$ cat config.mk
export PLATFORM = sky130hd
export DESIGN_NAME = bsg_fifo_1rw_large_sched
export DESIGN_NICKNAME = d
export VERILOG_FILES = /design/src/rtl/bsg_fifo_1rw_large_sched.sv
export SDC_FILE = /design/constraint.sdc
export NUM_CORES = 1
export LEC_CHECK = 0
export BUFFER_PORTS_ARGS = -buffer_cell sky130_fd_sc_hd__buf_2
export CORE_MARGIN = 1.5
export CORE_UTILIZATION = 51
export CTS_BUF_LIST = sky130_fd_sc_hd__clkbuf_8
export CTS_CLUSTER_DIAMETER = 200
export DETAILED_ROUTE_END_ITERATION = 6
export GPL_ROUTABILITY_DRIVEN = 0
export PLACE_DENSITY = 0.81
export SLEW_MARGIN = 40
export SYNTH_ARGS = -nofsm -noshare
export SYNTH_HDL_FRONTEND = slang
export SYNTH_SLANG_ARGS = --single-unit
$ cat constraint.sdc
create_clock -name clk_i -period 2.6 [get_ports clk_i]
set_input_delay 0.13 -clock clk_i [delete_from_list [all_inputs] [get_ports clk_i]]
set_output_delay 0.13 -clock clk_i [all_outputs]
set_load 0.03 [all_outputs]
$ cat src/rtl/bsg_fifo_1rw_large_sched.sv
// Scheduler for the single-port backing RAM of a large FIFO: grants one write (spill) or read (refill) per cycle.
// Latency: grant is combinational; deq_v_o follows a read grant by one cycle; count/full/empty update next cycle.
// Backpressure: writes stall when full; reads stall when empty or out of downstream credits.
module bsg_fifo_1rw_large_sched #(
  parameter  int els_p     = 16,
  parameter  int credits_p = 2,
  localparam int lg_els_lp = $clog2(els_p),
  localparam int lg_cnt_lp = $clog2(els_p + 1)
) (
  input  logic                 clk_i,
  input  logic                 reset_i,
  input  logic                 enq_v_i,
  output logic                 enq_yumi_o,
  input  logic                 deq_urgent_i,
  input  logic                 credit_i,
  output logic                 mem_v_o,
  output logic                 mem_w_o,
  output logic [lg_els_lp-1:0] mem_addr_o,
  output logic                 deq_v_o,
  output logic                 full_o,
  output logic                 empty_o,
  output logic [lg_cnt_lp-1:0] count_o
);

  localparam int lg_cred_lp = $clog2(credits_p + 1);

  logic [lg_els_lp-1:0]  wptr_q, wptr_d, rptr_q, rptr_d;
  logic [lg_cnt_lp-1:0]  count_q, count_d;
  logic [lg_cred_lp-1:0] credits_q, credits_d;
  logic [lg_cred_lp:0]   cred_sum;
  logic                  prio_q, prio_d;
  logic                  deq_v_q;
  logic                  full, empty, enq_ok, deq_ok;
  logic                  wr_grant, rd_grant;

  assign full  = (count_q == lg_cnt_lp'(els_p));
  assign empty = (count_q == '0);

  // Nothing is granted while reset is asserted, so a read in the reset cycle never produces deq_v_o.
  assign enq_ok = enq_v_i & ~full & ~reset_i;
  assign deq_ok = ~empty & (credits_q != '0) & ~reset_i;

  // Arbitrate the single RAM port; round-robin priority flips only when both sides compete.
  always_comb begin
    wr_grant = 1'b0;
    rd_grant = 1'b0;
    prio_d   = prio_q;
    if (enq_ok && deq_ok) begin
      if (deq_urgent_i || prio_q) begin
        rd_grant = 1'b1;
        prio_d   = 1'b0;
      end else begin
        wr_grant = 1'b1;
        prio_d   = 1'b1;
      end
    end else begin
      wr_grant = enq_ok;
      rd_grant = deq_ok;
    end
  end

  assign mem_v_o    = wr_grant | rd_grant;
  assign mem_w_o    = wr_grant;
  assign mem_addr_o = wr_grant ? wptr_q : (rd_grant ? rptr_q : '0);
  assign enq_yumi_o = wr_grant;

  // Pointer, occupancy and credit next-state; pointers wrap at els_p so non-power-of-two depths work.
  always_comb begin
    wptr_d  = wptr_q;
    rptr_d  = rptr_q;
    count_d = count_q;
    if (wr_grant) begin
      wptr_d  = (wptr_q == lg_els_lp'(els_p - 1)) ? '0 : wptr_q + lg_els_lp'(1);
      count_d = count_q + lg_cnt_lp'(1);
    end else if (rd_grant) begin
      rptr_d  = (rptr_q == lg_els_lp'(els_p - 1)) ? '0 : rptr_q + lg_els_lp'(1);
      count_d = count_q - lg_cnt_lp'(1);
    end
    // A read grant implies credits_q >= 1, so the subtraction never underflows.
    cred_sum  = {1'b0, credits_q} - (lg_cred_lp + 1)'(rd_grant) + (lg_cred_lp + 1)'(credit_i);
    credits_d = (cred_sum > (lg_cred_lp + 1)'(credits_p)) ? lg_cred_lp'(credits_p)
                                                          : cred_sum[lg_cred_lp-1:0];
  end

  // State registers with synchronous reset.
  always_ff @(posedge clk_i) begin
    if (reset_i) begin
      wptr_q    <= '0;
      rptr_q    <= '0;
      count_q   <= '0;
      credits_q <= lg_cred_lp'(credits_p);
      prio_q    <= 1'b0;
      deq_v_q   <= 1'b0;
    end else begin
      wptr_q    <= wptr_d;
      rptr_q    <= rptr_d;
      count_q   <= count_d;
      credits_q <= credits_d;
      prio_q    <= prio_d;
      deq_v_q   <= rd_grant;
    end
  end

  // Downstream must never return more slots than it was given.
  always_ff @(posedge clk_i) begin
    if (!reset_i) begin
      credit_overflow: assert (!(credit_i && (credits_q == lg_cred_lp'(credits_p))));
    end
  end

  assign deq_v_o = deq_v_q;
  assign full_o  = full;
  assign empty_o = empty;
  assign count_o = count_q;

endmodule

==> Yosys cells after proc, flatten, opt, wreduce, memory -nomap -nowiden <==
Index checks and enable logic that the tools add are counted.
{ "totals": {"regBits": 17, "out_inout_bits": 15, "word_cells": 42} }
{ "classes": {"addsub": 6, "order_cmp": 1, "n_eq_ne": 3, "muxes": 10, "bitwise_logic": 9, "n_reduce_logical": 7} }
{ "ops": {"columns": ["operator", "n"], "rows": [
  ["4-bit 2-to-1 mux", 4],
  ["5-bit 2-to-1 mux", 2],
  ["4-bit by 1-bit adder with 4-bit output, second input constant", 2],
  ["4-bit == test, second input constant", 2],
  ["5-bit by 1-bit adder with 5-bit output, second input constant", 1],
  ["5-bit == test, second input constant", 1],
  ["5-bit zero test", 1],
  ["5-bit by 1-bit subtractor with 5-bit output, second input constant", 1],
  ["1-bit bitwise AND", 4],
  ["1-bit 2-to-1 mux", 4],
  ["1-bit inverter", 4],
  ["2-bit nonzero test", 2],
  ["3-bit by 1-bit adder with 3-bit output", 1],
  ["3-bit by 2-bit greater-than comparator with 1-bit output, second input constant", 1],
  ["2-bit by 1-bit subtractor with 3-bit output", 1],
  ["2-bit AND reduction", 1],
  ["2-bit OR reduction", 1],
  ["1-bit logical AND", 1],
  ["1-bit logical OR", 1],
  ["1-bit OR", 1]
]} }

==> Logic depth before layout (Yosys ltp) <==
{ "depth": {"word_depth": 10, "mapped_depth": 11, "ltp_nobuf": 10} }

==> Least setup slack after synthesis <==
No wires, ideal clock.
{ "synth_path": {"path_type": "reg2reg", "from": "register count_q[2], in the netlist count_o[2]", "to": "register credits_q[0]", "arrival_ns": 2.809, "required_time_ns": 2.536, "slack_ns": -0.274, "path_stages_with_launch": 12, "path_buffers": 1, "period_less_slack_ns": 2.874, "path_cell_list": "dfxtp_1 or4_1 buf_6 o221ai_2 nor2_1 ha_1 inv_1 ha_1 fa_1 xnor2_1 or3_1 nor2_1"} }
{ "synth_between": {"elab_chain_len": 10} }
{ "synth_rtl": {"columns": ["item", "line", "source"], "rows": [
  ["start: declaration", "28", "logic [lg_cnt_lp-1:0] count_q, count_d;"],
  ["start signal: assignment", "97", "count_q <= count_d;"],
  ["5-bit == test / 5-bit zero test (equally long branches)", "36, 37", null],
  ["1-bit inverter (on tied branches)", "40, 41", null],
  ["1-bit bitwise AND (on tied branches) (2 in series)", "40, 41", null],
  ["1-bit logical AND", "48", "if (enq_ok && deq_ok) begin"],
  ["1-bit 2-to-1 mux (*)", "48", null],
  ["net rd_grant", "34", "logic wr_grant, rd_grant;"],
  ["2-bit by 1-bit subtractor with 3-bit output (*)", "80", "cred_sum = {1'b0, credits_q} - (lg_cred_lp + 1)'(rd_grant) + (lg_cred_lp + 1)'(credit_i);"],
  ["3-bit by 1-bit adder with 3-bit output (*)", "80", null],
  ["3-bit by 2-bit greater-than comparator with 1-bit output", "81", "credits_d = (cred_sum > (lg_cred_lp + 1)'(credits_p)) ? lg_cred_lp'(credits_p)"],
  ["2-bit OR reduction (no source line)", null, null],
  ["end signal: assignment", "91", "credits_q <= lg_cred_lp'(credits_p);"],
  ["end signal: assignment", "98", "credits_q <= credits_d;"],
  ["end: declaration", "29", "logic [lg_cred_lp-1:0] credits_q, credits_d;"]
]} }
Mark *: on every way through the listed nets, which the timed path passes. The rest lies on a longest branch.
A chain may end at the register's enable or synchronous reset.

==> Worst setup path after layout <==
Same ends and word-level chain as after synthesis.

==> metrics.txt <==
# TYPE chip_impl_metric gauge
chip_impl_info{name="status",value="complete, no violations"} 1
chip_impl_metric{name="num_io_pins",unit=""} 20
chip_impl_metric{name="largest_voltage_drop_on_the_vdd_net",unit="uV"} 692.1
chip_impl_metric{name="synthesis.area_per_instance",unit="um^2"} 8.910
chip_impl_info{name="critical_path.cell_chain",value="or4_4 -> o221ai_4 -> nor2_4 -> ha_4 -> inv_2 -> ha_4 -> fa_2 -> xnor2_1 -> or3_1 -> nor2_1"} 1
chip_impl_metric{name="timing.critical_path.buf_inv",unit=""} 1
chip_impl_info{name="unrepaired_setup_endpoints_after_global_routing",value="true"} 1
chip_impl_metric{name="crit_fanout",unit=""} 5
chip_impl_metric{name="ys_seq_area_share",unit="%"} 30.80
chip_impl_metric{name="cell_count_after_synthesis",unit=""} 124
chip_impl_metric{name="cts.clk_slew.worst_paths",unit="ns"} 0.07
chip_impl_info{name="post_synth_main_area_contributors",value="sky130_fd_sc_hd__dfxtp_1, sky130_fd_sc_hd__ha_1, sky130_fd_sc_hd__nand4_1"} 1
chip_impl_metric{name="number_of_antenna_violations_at_the_first_check_in_global_routing",unit=""} 0
chip_impl_metric{name="final_max_slew_viol_count",unit=""} 0
chip_impl_metric{name="max_stage_delay",unit="ns"} 0.56
chip_impl_metric{name="fp.coreArea",unit="um^2"} 2002
chip_impl_metric{name="dpl.cell_count",unit=""} 173
chip_impl_metric{name="total_leakage_power",unit="uW"} 0.0006446
chip_impl_metric{name="initialDrtViolationCount",unit=""} 38
chip_impl_metric{name="io_buffers",unit=""} 19
chip_impl_metric{name="drive_above_1_share",unit="%"} 38.31
chip_impl_metric{name="cts-buffers-inserted",unit=""} 3
chip_impl_info{name="critPathSlowestCell",value="sky130_fd_sc_hd__or4_4"} 1
chip_impl_metric{name="grt_pass1_vias",unit=""} 1028
chip_impl_metric{name="cts_buffer_depth",unit=""} 2
chip_impl_metric{name="ctsHtreeMaxLevel",unit=""} 1
chip_impl_metric{name="vias_per_cell",unit=""} 6.110
chip_impl_metric{name="synth_top_area_share",unit="%"} 30.80
chip_impl_metric{name="via_count",unit=""} 1106
chip_impl_metric{name="fmax",unit="MHz"} 390.6
chip_impl_metric{name="drc",unit=""} 0
chip_impl_info{name="min_path_type",value="primary input to register"} 1
chip_impl_metric{name="seqCellArea",unit="um^2"} 352.8
chip_impl_info{name="most-common-layout-cells",value="sky130_fd_sc_hd__buf_2, sky130_fd_sc_hd__dfxtp_1, sky130_fd_sc_hd__buf_4, sky130_fd_sc_hd__nand4_1"} 1
chip_impl_metric{name="drt-total-wl",unit="um"} 2974
chip_impl_metric{name="layout_setup_ws",unit="ns"} 0.03978
chip_impl_metric{name="floorplan.die_area",unit="um^2"} 2455
chip_impl_metric{name="clock_insertion_delay_worst_skew",unit="ns"} 0.26
chip_impl_metric{name="final_area",unit="um^2"} 1420
chip_impl_metric{name="setup-violations-final",unit=""} 0
chip_impl_metric{name="nFillCells",unit=""} 166
chip_impl_metric{name="postSynth.asyncResetShare",unit="%"} 0
chip_impl_metric{name="area_of_the_multi_input_gates",unit="um^2"} 757.0
chip_impl_metric{name="grt_first_pass_wirelength",unit="um"} 4629
chip_impl_metric{name="num-nets-final",unit=""} 169
chip_impl_metric{name="dieHeight",unit="um"} 49.55
chip_impl_info{name="cts_tree",value="built"} 1
chip_impl_info{name="crit_type",value="register to register"} 1
chip_impl_metric{name="hpwlAfterDp",unit="um"} 2069
chip_impl_info{name="most_frequent_standard_cell_in_the_layout_excluding_fill_and_tap_cells",value="sky130_fd_sc_hd__buf_2"} 1
chip_impl_info{name="yosys.area.top_type",value="sky130_fd_sc_hd__dfxtp_1"} 1
chip_impl_metric{name="initial_utilization",unit="%"} 55.19
chip_impl_metric{name="final_core_utilization",unit="%"} 70.94
chip_impl_metric{name="finalCritPeriodShare",unit="%"} 98.47
chip_impl_metric{name="grt_max_degree",unit=""} 14
chip_impl_metric{name="drt-pass1-iter-count",unit=""} 4
chip_impl_metric{name="cts_sinks",unit=""} 17
chip_impl_metric{name="global_route.usage.total",unit="%"} 24.47
chip_impl_metric{name="flow.area_growth_from_synthesis",unit="%"} 28.54
chip_impl_metric{name="ant_nets",unit=""} 0
chip_impl_metric{name="tightestPinTransition",unit="ns"} 0.5051
chip_impl_info{name="setup.worst_path.start_class",value="register"} 1
chip_impl_metric{name="report.final.hold_viol_count",unit=""} 0
chip_impl_metric{name="post_route_clock_skew",unit="ns"} 0.003216
chip_impl_metric{name="syn-cell-area",unit="um^2"} 1105
chip_impl_info{name="critPathMostFrequentCell",value="sky130_fd_sc_hd__ha_4"} 1
chip_impl_metric{name="period_needed",unit="ns"} 2.560
chip_impl_metric{name="dpl_cell_area",unit="um^2"} 1297
chip_impl_metric{name="synth-edff-count",unit=""} 0
chip_impl_info{name="endpoint_kind",value="register"} 1
chip_impl_metric{name="tns",unit="ns"} 0
chip_impl_metric{name="max-slew-margin-rel",unit="%"} 66.28
chip_impl_metric{name="floorplan.die.width",unit="um"} 49.55
chip_impl_metric{name="placement_rows",unit=""} 16
chip_impl_metric{name="yosysWarningCount",unit=""} 0
chip_impl_metric{name="powerDensity",unit="nW/um^2"} 1114
chip_impl_metric{name="routed_wire_length_per_instance",unit="um"} 16.43
chip_impl_metric{name="grt-ovfl-total",unit=""} 0
chip_impl_metric{name="dpl_worst_slack",unit="ns"} 0.02509
chip_impl_metric{name="crit_arrival",unit="ns"} 2.76
chip_impl_info{name="root_buffer",value="sky130_fd_sc_hd__clkbuf_8"} 1
chip_impl_metric{name="synth.distinct_cells",unit=""} 42
chip_impl_metric{name="maxCapViolCount",unit=""} 0
chip_impl_metric{name="diodes",unit=""} 0
chip_impl_metric{name="synthesized_netlist_net_count",unit=""} 138
chip_impl_metric{name="synth.ff_latch_count",unit=""} 17
chip_impl_info{name="worst_path_dominant_cell_family",value="simple AND/OR/NAND/NOR gates"} 1
chip_impl_metric{name="final_cell_count_no_fill",unit=""} 181
chip_impl_metric{name="worst_ep_required_time",unit="ns"} 2.80
chip_impl_info{name="synth_ff_type",value="sky130_fd_sc_hd__dfxtp_1"} 1
[metrics by stage]
| step | hold slack [ns] | total power (uW) |
|---|---|---|
| after floorplan | 0.2551 | 1045 |
| after global placement | 0.4276 | 1220 |
| after detailed placement | 0.4404 | 1256 |
| after CTS | 0.1736 | 1462 |
| after global routing | 0.1902 | 1682 |
| final | 0.1738 | 1581 |
[repair_timing]
item                                    in CTS  in global routing
setup buffers                                0                  4
hold buffers                                 0                  0
endpoints found under the setup margin       1                  3
gates resized for setup                      1                  7
endpoints found under the hold margin        0                  0
pin swaps                                    0                  0
[tightest hold or removal path, delay by kind of cell]
family | cells | cell delay (ns)
buffers and inverters | 1 | 0.10
AO/OA/AOI/OAI | 1 | 0.05
AND/OR/NAND/NOR | 1 | 0.10
[routing by layer]
metal	track usage (%)	up-vias	share of wire, %
met1	31.69	539	45
met4	8.796	0	1.9
met5	0	-	0
li1	-	525	-
met3	3.636	9	3.3
met2	41.11	33	50
[layout make-up]
type	instances	share of cell area, %
inverter	10	2.643
timing repair buffer	32	13.57
multi-input combinational	91	53.30
clock inverter	1	0.3524
tap	27	2.379
sequential	17	24.85
clock buffer	3	2.907
[synthesized netlist by cell type (all sizes together) (2+ instances only)]
cell	number
a21boi	2
a21o	6
a21oi	7
a22o	3
a31oi	2
buf	4
clkbuf	2
dfxtp	17
fa	2
ha	7
inv	10
mux2i	2
nand2	5
nand3	8
nand4	8
nor2	6
o2111ai	2
o21ai	10
o31ai	3
or4	2
xnor2	2
[cell families after synthesis]
| group | count (synthesis) | share of synthesized area, % |
|---|---|---|
| muxes | 2 | 1.812 |
| adders and majority gates | 9 | 11.55 |
| and+or+nand+nor | 35 | 18.23 |
| buffers and inverters | 16 | 7.247 |
| xor gates and xnor gates | 3 | 2.379 |
| DFF | 17 | 30.80 |
| AOI/OAI and AO/OA | 42 | 27.97 |
[final timing paths]
path | startpoint | to | slack (ns) | cells past startpoint
min | deq_urgent_i | prio_q | 0.17 | 3
max | count_o[2] | credits_q[0] | 0.04 | 10
max reg2reg | count_o[2] | credits_q[0] | 0.04 | 10
min reg2reg | count_o[3] | count_o[3] | 0.52 | 2
[sequential cells by signal (all words and copies together), names as in the netlist]
signal and count:
count_o 5, credits_q 2, deq_v_o 1, wptr_q 4, rptr_q 4, prio_q 1
[report_power, final]
| part | total [uW] | switching, uW | internal [uW] |
|---|---|---|---|
| clock network | 205 | 98.8 | 107 |
| registers | 444 | 107 | 337 |
| logic | 933 | 546 | 386 |
| total | 1580 | 752 | 829 |
(Power assumes the default switching activity.)
